File: src/rtl/tempo_pkg.sv
// tempo_pkg: shared mode/state encodings and the bounded clamp used by tempo_tracker.
package tempo_pkg;

    typedef enum logic [1:0] {
        MODE_IDLE     = 2'd0,
        MODE_BATON    = 2'd1,
        MODE_OVERRIDE = 2'd2
    } mode_t;

    typedef enum logic [1:0] {
        S_IDLE,
        S_MEASURE,
        S_DONE,
        S_OVERRIDE
    } state_t;

    function automatic logic [31:0] clamp(input logic [31:0] v, input logic [31:0] lo, input logic [31:0] hi);
        return (v < lo) ? lo : ((v > hi) ? hi : v);
    endfunction

endpackage

File: src/rtl/rise_detect.sv
// rise_detect: registered 1-bit rising-edge detector, reusable for any synchronous sensor level.
module rise_detect (
    input  logic clk_i,
    input  logic rst_ni,
    input  logic d_i,
    output logic rise_o
);

    logic d_q;

    always_ff @(posedge clk_i or negedge rst_ni) begin
        if (!rst_ni) d_q <= 1'b0;
        else         d_q <= d_i;
    end

    assign rise_o = d_i & ~d_q;

endmodule

File: src/rtl/tempo_tracker.sv
// tempo_tracker: baton-hit tempo measurement over a fixed window, or clamped manual override,
// with a registered BPM output, new-value pulse and LED countdown bar.
module tempo_tracker
    import tempo_pkg::*;
#(
    parameter int CLK_HZ      = 200_000_000,
    parameter int WINDOW_S    = 15,
    parameter int LED_W       = 15,
    parameter int BPM_W       = 8,
    parameter int DEFAULT_BPM = 120,
    parameter int MIN_BPM     = 30,
    parameter int MAX_BPM     = 240
) (
    input  logic             clk_camera_in,
    input  logic             rst_n_in,
    input  logic             hit_in,
    input  logic [1:0]       mode_in,
    input  logic [BPM_W-1:0] bpm_in,
    output logic [BPM_W-1:0] bpm_out,
    output logic             bpm_valid_out,
    output logic             busy_out,
    output logic [LED_W-1:0] led_out
);

    localparam logic [63:0] WC    = 64'(CLK_HZ) * 64'(WINDOW_S);
    localparam logic [63:0] TICK  = WC / 64'(LED_W);
    localparam int          SCALE = 60 / WINDOW_S;
    localparam int          HW    = $clog2(MAX_BPM * WINDOW_S / 60 + 1) + 1;
    localparam int          CW    = (WC > 1) ? $clog2(WC) : 1;
    localparam int          TW    = (TICK > 1) ? $clog2(TICK) : 1;
    localparam int          PW    = HW + $clog2(SCALE + 1);

    state_t           state_q, state_d;
    logic [CW-1:0]    cnt_q, cnt_d;
    logic [TW-1:0]    tick_q, tick_d;
    logic [HW-1:0]    hits_q, hits_d;
    logic [LED_W-1:0] led_q, led_d;
    logic [BPM_W-1:0] bpm_q, bpm_d;
    logic             valid_q, valid_d;
    logic [1:0]       mode_prev_q, mode_prev_d;
    logic             rise, baton, ovr, tick_end;
    logic [PW-1:0]    prod;
    logic [BPM_W-1:0] ovr_bpm, meas_bpm;

    rise_detect u_rise (
        .clk_i  (clk_camera_in),
        .rst_ni (rst_n_in),
        .d_i    (hit_in),
        .rise_o (rise)
    );

    assign baton    = mode_in == MODE_BATON;
    assign ovr      = mode_in == MODE_OVERRIDE;
    assign tick_end = tick_q == TW'(TICK - 1);
    assign prod     = PW'(hits_q) * PW'(SCALE);
    assign ovr_bpm  = BPM_W'(clamp(32'(bpm_in), 32'(MIN_BPM), 32'(MAX_BPM)));
    assign meas_bpm = BPM_W'(clamp(32'(prod), 32'(MIN_BPM), 32'(MAX_BPM)));

    always_comb begin
        state_d     = state_q;
        cnt_d       = cnt_q;
        tick_d      = tick_q;
        hits_d      = hits_q;
        led_d       = led_q;
        bpm_d       = bpm_q;
        valid_d     = 1'b0;
        // leaving OVERRIDE forgets the mode history so a direct 2->1 switch still arms
        mode_prev_d = (state_q == S_OVERRIDE) ? 2'(MODE_IDLE) : mode_in;
        case (state_q)
            S_IDLE: begin
                if (baton && mode_prev_q != 2'(MODE_BATON)) begin
                    state_d = S_MEASURE;
                    cnt_d   = '0;
                    tick_d  = '0;
                    hits_d  = '0;
                    led_d   = '1;
                end else if (ovr) begin
                    state_d = S_OVERRIDE;
                end
            end
            S_MEASURE: begin
                if (!baton) begin
                    state_d = ovr ? S_OVERRIDE : S_IDLE;
                    led_d   = '0;
                end else begin
                    cnt_d   = cnt_q + CW'(1);
                    tick_d  = tick_end ? '0 : tick_q + TW'(1);
                    hits_d  = hits_q + HW'(rise && !(&hits_q));
                    led_d   = tick_end ? led_q >> 1 : led_q;
                    state_d = (cnt_q == CW'(WC - 1)) ? S_DONE : S_MEASURE;
                end
            end
            S_DONE: begin
                bpm_d   = meas_bpm;
                valid_d = 1'b1;
                led_d   = '1;
                state_d = S_IDLE;
            end
            S_OVERRIDE: begin
                bpm_d   = ovr_bpm;
                valid_d = ovr_bpm != bpm_q;
                led_d   = '0;
                state_d = ovr ? S_OVERRIDE : S_IDLE;
            end
            default: state_d = S_IDLE;
        endcase
    end

    always_ff @(posedge clk_camera_in or negedge rst_n_in) begin
        if (!rst_n_in) begin
            state_q     <= S_IDLE;
            cnt_q       <= '0;
            tick_q      <= '0;
            hits_q      <= '0;
            led_q       <= '1;
            bpm_q       <= BPM_W'(DEFAULT_BPM);
            valid_q     <= 1'b0;
            mode_prev_q <= '0;
        end else begin
            state_q     <= state_d;
            cnt_q       <= cnt_d;
            tick_q      <= tick_d;
            hits_q      <= hits_d;
            led_q       <= led_d;
            bpm_q       <= bpm_d;
            valid_q     <= valid_d;
            mode_prev_q <= mode_prev_d;
        end
    end

    assign bpm_out       = bpm_q;
    assign bpm_valid_out = valid_q;
    assign busy_out      = state_q == S_MEASURE;
    assign led_out       = led_q;

endmodule
File: config.mk
export PLATFORM = sky130hd
export DESIGN_NAME = tempo_tracker
export DESIGN_NICKNAME = d
export VERILOG_FILES = /design/src/rtl/tempo_pkg.sv /design/src/rtl/rise_detect.sv /design/src/rtl/tempo_tracker.sv
export SDC_FILE = /design/constraint.sdc
export NUM_CORES = 1
export LEC_CHECK = 0
export BUFFER_PORTS_ARGS = -buffer_cell sky130_fd_sc_hd__buf_4
export CAP_MARGIN = 20
export CELL_PAD_IN_SITES_DETAIL_PLACEMENT = 1
export CELL_PAD_IN_SITES_GLOBAL_PLACEMENT = 1
export CORE_MARGIN = 2
export CORE_UTILIZATION = 52
export CTS_BUF_LIST = sky130_fd_sc_hd__clkbuf_8
export DETAILED_ROUTE_END_ITERATION = 6
export GPL_ROUTABILITY_DRIVEN = 0
export MAX_ROUTING_LAYER = met4
export PLACE_DENSITY_LB_ADDON = 0.3
export SLEW_MARGIN = 10
export SYNTH_ARGS = -nofsm -noshare
export SYNTH_HDL_FRONTEND = slang
export SYNTH_HIERARCHICAL = 1
export SYNTH_SLANG_ARGS = --single-unit
File: constraint.sdc
create_clock -name clk_camera_in -period 4.9 [get_ports clk_camera_in]
set_clock_uncertainty 0.15 [all_clocks]
set_input_delay 0.49 -clock clk_camera_in [delete_from_list [all_inputs] [get_ports clk_camera_in]]
set_output_delay 0.49 -clock clk_camera_in [all_outputs]
set_load 0.05 [all_outputs]
==> results.md <==
- Status: finished, final reports clean
- P_leak: 0.00232 uW
- Part of the power in combinational logic: between 10% and 20%
- Most frequent cell after synthesis: dfrtp_1
- Vias in the first global route: between 4k and 5k
- Post-synth top area share: 37.5%
- Post-route ant nets: 0
- WHS Path Cells: 1
- Antenna violations before repair: 0
- Startpoint types: register
- # diodes: 0
- Total GRT Usage: around a quarter
- Worst Path Max Fanout: 23
- Reg-to-reg slack, setup: 1.97 ns
- Internal power: 1160 uW
- Clock Power Share: approximately 29%
- Crit path kind: reg2reg
- First-pass iteration count of the detailed router: 4
- Final setup fails: 0
- Seq pwr share: 51.7%
- WL final: roughly 13 mm
- Clock Path Buffers: 2
- Die width: 103 um
- Hold path start: hit_in
- Worst r2r path cells: 5
- Synth warn: 6
- WL per Instance: 17.8 um
- Multi-input combinational cell area: around 2500 um^2
- Syn Inst Count: 552
- Clk_lat worst skew: 0.40 ns
- RSZ-0062 raised after global routing: false
- Reg2reg end: cnt_q[29]
- Worst VDD drop: 0.000245 V
- Setup crit end kind: register
- Avg Cell Area, Syn: 9.30 um^2
- DRC violations left: 0
- Critical Path Start: state_q[1]
- Syn Nets: 569
- Largest net degree at the start of global routing: 52
- Slew Viols, Final: 0
- Hold Crit Class: in2reg
- Hold Path End: u_rise/d_q
- Post-synth top area cell: dfrtp_1
- Crit path required time: 5.07 ns
- Overall Power: 1750 uW
- Switching share of power: 33.6%
- Crit path time final: between 2 and 3 ns
- Global route overflow: 0
- FF+latch area: between 2000 and 2500 um^2
- Die height: 103 um
- Async S/R FF share, synth: 100%
- Io pins: 38
- FILL cells: about 1.1k
- Root buffer cell: clkbuf_8
- Slew headroom: between 30% and 40%
- Die area: 10,700 um^2
- Mapped cell area: 5140 um^2
- Htree depth: 3
- IO buf count: 37
- Period Utilization, post-route: 59.8%
- Critical Path AT: 3.10 ns
- Routed vias: 4,272
- Final TNS setup: 0 ns
- CTS tree: built
- Sw power: 588 uW
- First-pass GRT wire length: 21.0 mm
- Most frequent cells after synthesis: dfrtp_1, nor2_1, nand2_1
- Post-DP HPWL: 8.74 mm
- Max Cap Viol: 0
- Layout area overhead: 10.6%
- FF-to-FF Start: state_q[1]
- Predominant post-synthesis flop cell: dfrtp_1
- CTS sink cnt: 96
- Std-Cell Core Area: around 9700 um^2
- DR iter-0 viols: 134
- Synth Register Bits: 96
- Power per cell area: 308 nW/um^2
- Nets: 594
- Peak Freq: approximately 0.34 GHz
- Initial Util: between 50% and 60%
- Post-synth EDFFs: 0
- Slew @ Worst Pin: 0.935 ns
- CTS buffer count: 9
- Distinct cells, synth: 58
- Rows: 36
- Main area contributors after synthesis: dfrtp_1, dfstp_2, xnor2_1
- Seq/Total Area, Yosys: 47.2%
- Hold Vio Cnt, Final: 0
- DR vias/cell: 5.97
- Clock slew at reported path FFs: 0.10 ns
- Layout cell share with drive strength beyond 1: 16.5%
- CTS resizes: 0
-- critical path, cell delays in order (launching register included) --
cell     delay [ns]
dfrtp_1        0.68
nor3b_2        0.54
nand3_1        0.57
nor4_1         0.59
nand3_1        0.16
a21oi_1        0.16
-- worst max-delay path by stage --
stage / endpoint / depth (start not counted)
6_report: cnt_q[29] / 5
5_1_grt: cnt_q[29] / 5
4_1_cts: cnt_q[29] / 5
3_5_place_dp: cnt_q[29] / 5
3_3_place_gp: cnt_q[29] / 5
2_1_floorplan: tick_q[16] / 8
-- metal layers --
layer	vias to the layer above	part of all wire (%)	GRT usage (%)	wire length, um
li1	2039	-	-	-
met5	-	0	-	0
met4	0	1.0	5.87	129
met1	2166	44	31.9	5630
met2	53	52	43.8	6570
met3	14	3.0	5.98	376
-- power by group through the flow --
stage          Clock [uW]  Combinational [uW]  Sequential (uW)
6_report              510                 336              906
5_1_grt               555                 359              913
4_1_cts               527                 340              906
3_5_place_dp            0                 338              920
3_3_place_gp            0                 329              916
2_1_floorplan           0                 115             1030
-- cells by family after synthesis --
family                     count (synthesis)  synth area share [%]
and+or+nand+nor                          263                  26.9
DFF                                       96                  47.2
AOI/OAI and AO/OA                         93                  12.0
xor gates and xnor gates                  48                  8.19
buffers and inverters                     44                  3.82
muxes                                      4                 0.877
adders and majority gates                  4                 0.974
-- area by class of cell --
class / instances / area share [%]
clock inverters: 7 / 1.08
clock buffers: 9 / 2.18
multi-input cells: 412 / 44.3
inverters: 16 / 1.06
repair buffers: 42 / 5.73
flip-flops and latches: 96 / 42.7
well taps: 133 / 2.93
-- what timing repair did --
| action | 4_1_cts | 5_1_grt |
|---|---|---|
| hold buffers | 1 | 0 |
| endpoints found under the hold margin | 20 | 0 |
| setup buffers | 0 | 0 |
-- cells in the final DEF (no fill, tap or decap), drive strengths merged, types with 3 or more instances in the layout --
| cell | count |
|---|---|
| dfrtp | 77 |
| nor2 | 59 |
| nand2 | 54 |
| buf | 41 |
| nand3 | 35 |
| xnor2 | 26 |
| nand4 | 23 |
| xor2 | 22 |
| o21ai | 22 |
| a21oi | 22 |
| nor4 | 20 |
| inv | 20 |
| dfstp | 19 |
| nor3 | 19 |
| a31oi | 14 |
| a2bb2oi | 14 |
| or3 | 10 |
| clkbuf | 9 |
| and2 | 8 |
| and3 | 7 |
| and4 | 6 |
| nand3b | 4 |
| mux2 | 4 |
| ha | 4 |
| nor4b | 3 |
| or2 | 3 |
| a21o | 3 |
| nand2b | 3 |
-- registers in the layout (all words and copies together), names as in the netlist --
signal and flops:
hits_q 7, tick_q 28, cnt_q 32, mode_prev_q 2, bpm_out 8, state_q 2, u_rise/d_q 1, led_out 15
bpm_valid_out 1
-- per-stage QoR --
| step | util (%) | setup slack, ns | std cells | cell area (um^2) | hold slack, ns |
|---|---|---|---|---|---|
| 2_1_floorplan | - | 2.61 | 552 | 5140 | 0.0444 |
| 3_3_place_gp | 56.5 | 2.14 | 697 | 5470 | 0.309 |
| 3_5_place_dp | 56.6 | 2.01 | 698 | 5480 | 0.323 |
| 4_1_cts | 58.6 | 1.98 | 715 | 5680 | 0.0437 |
| 5_1_grt | 58.6 | 1.61 | 715 | 5680 | 0.0448 |
| 6_report | 58.6 | 1.97 | 715 | 5680 | 0.0605 |
(Power assumes the default switching activity.)
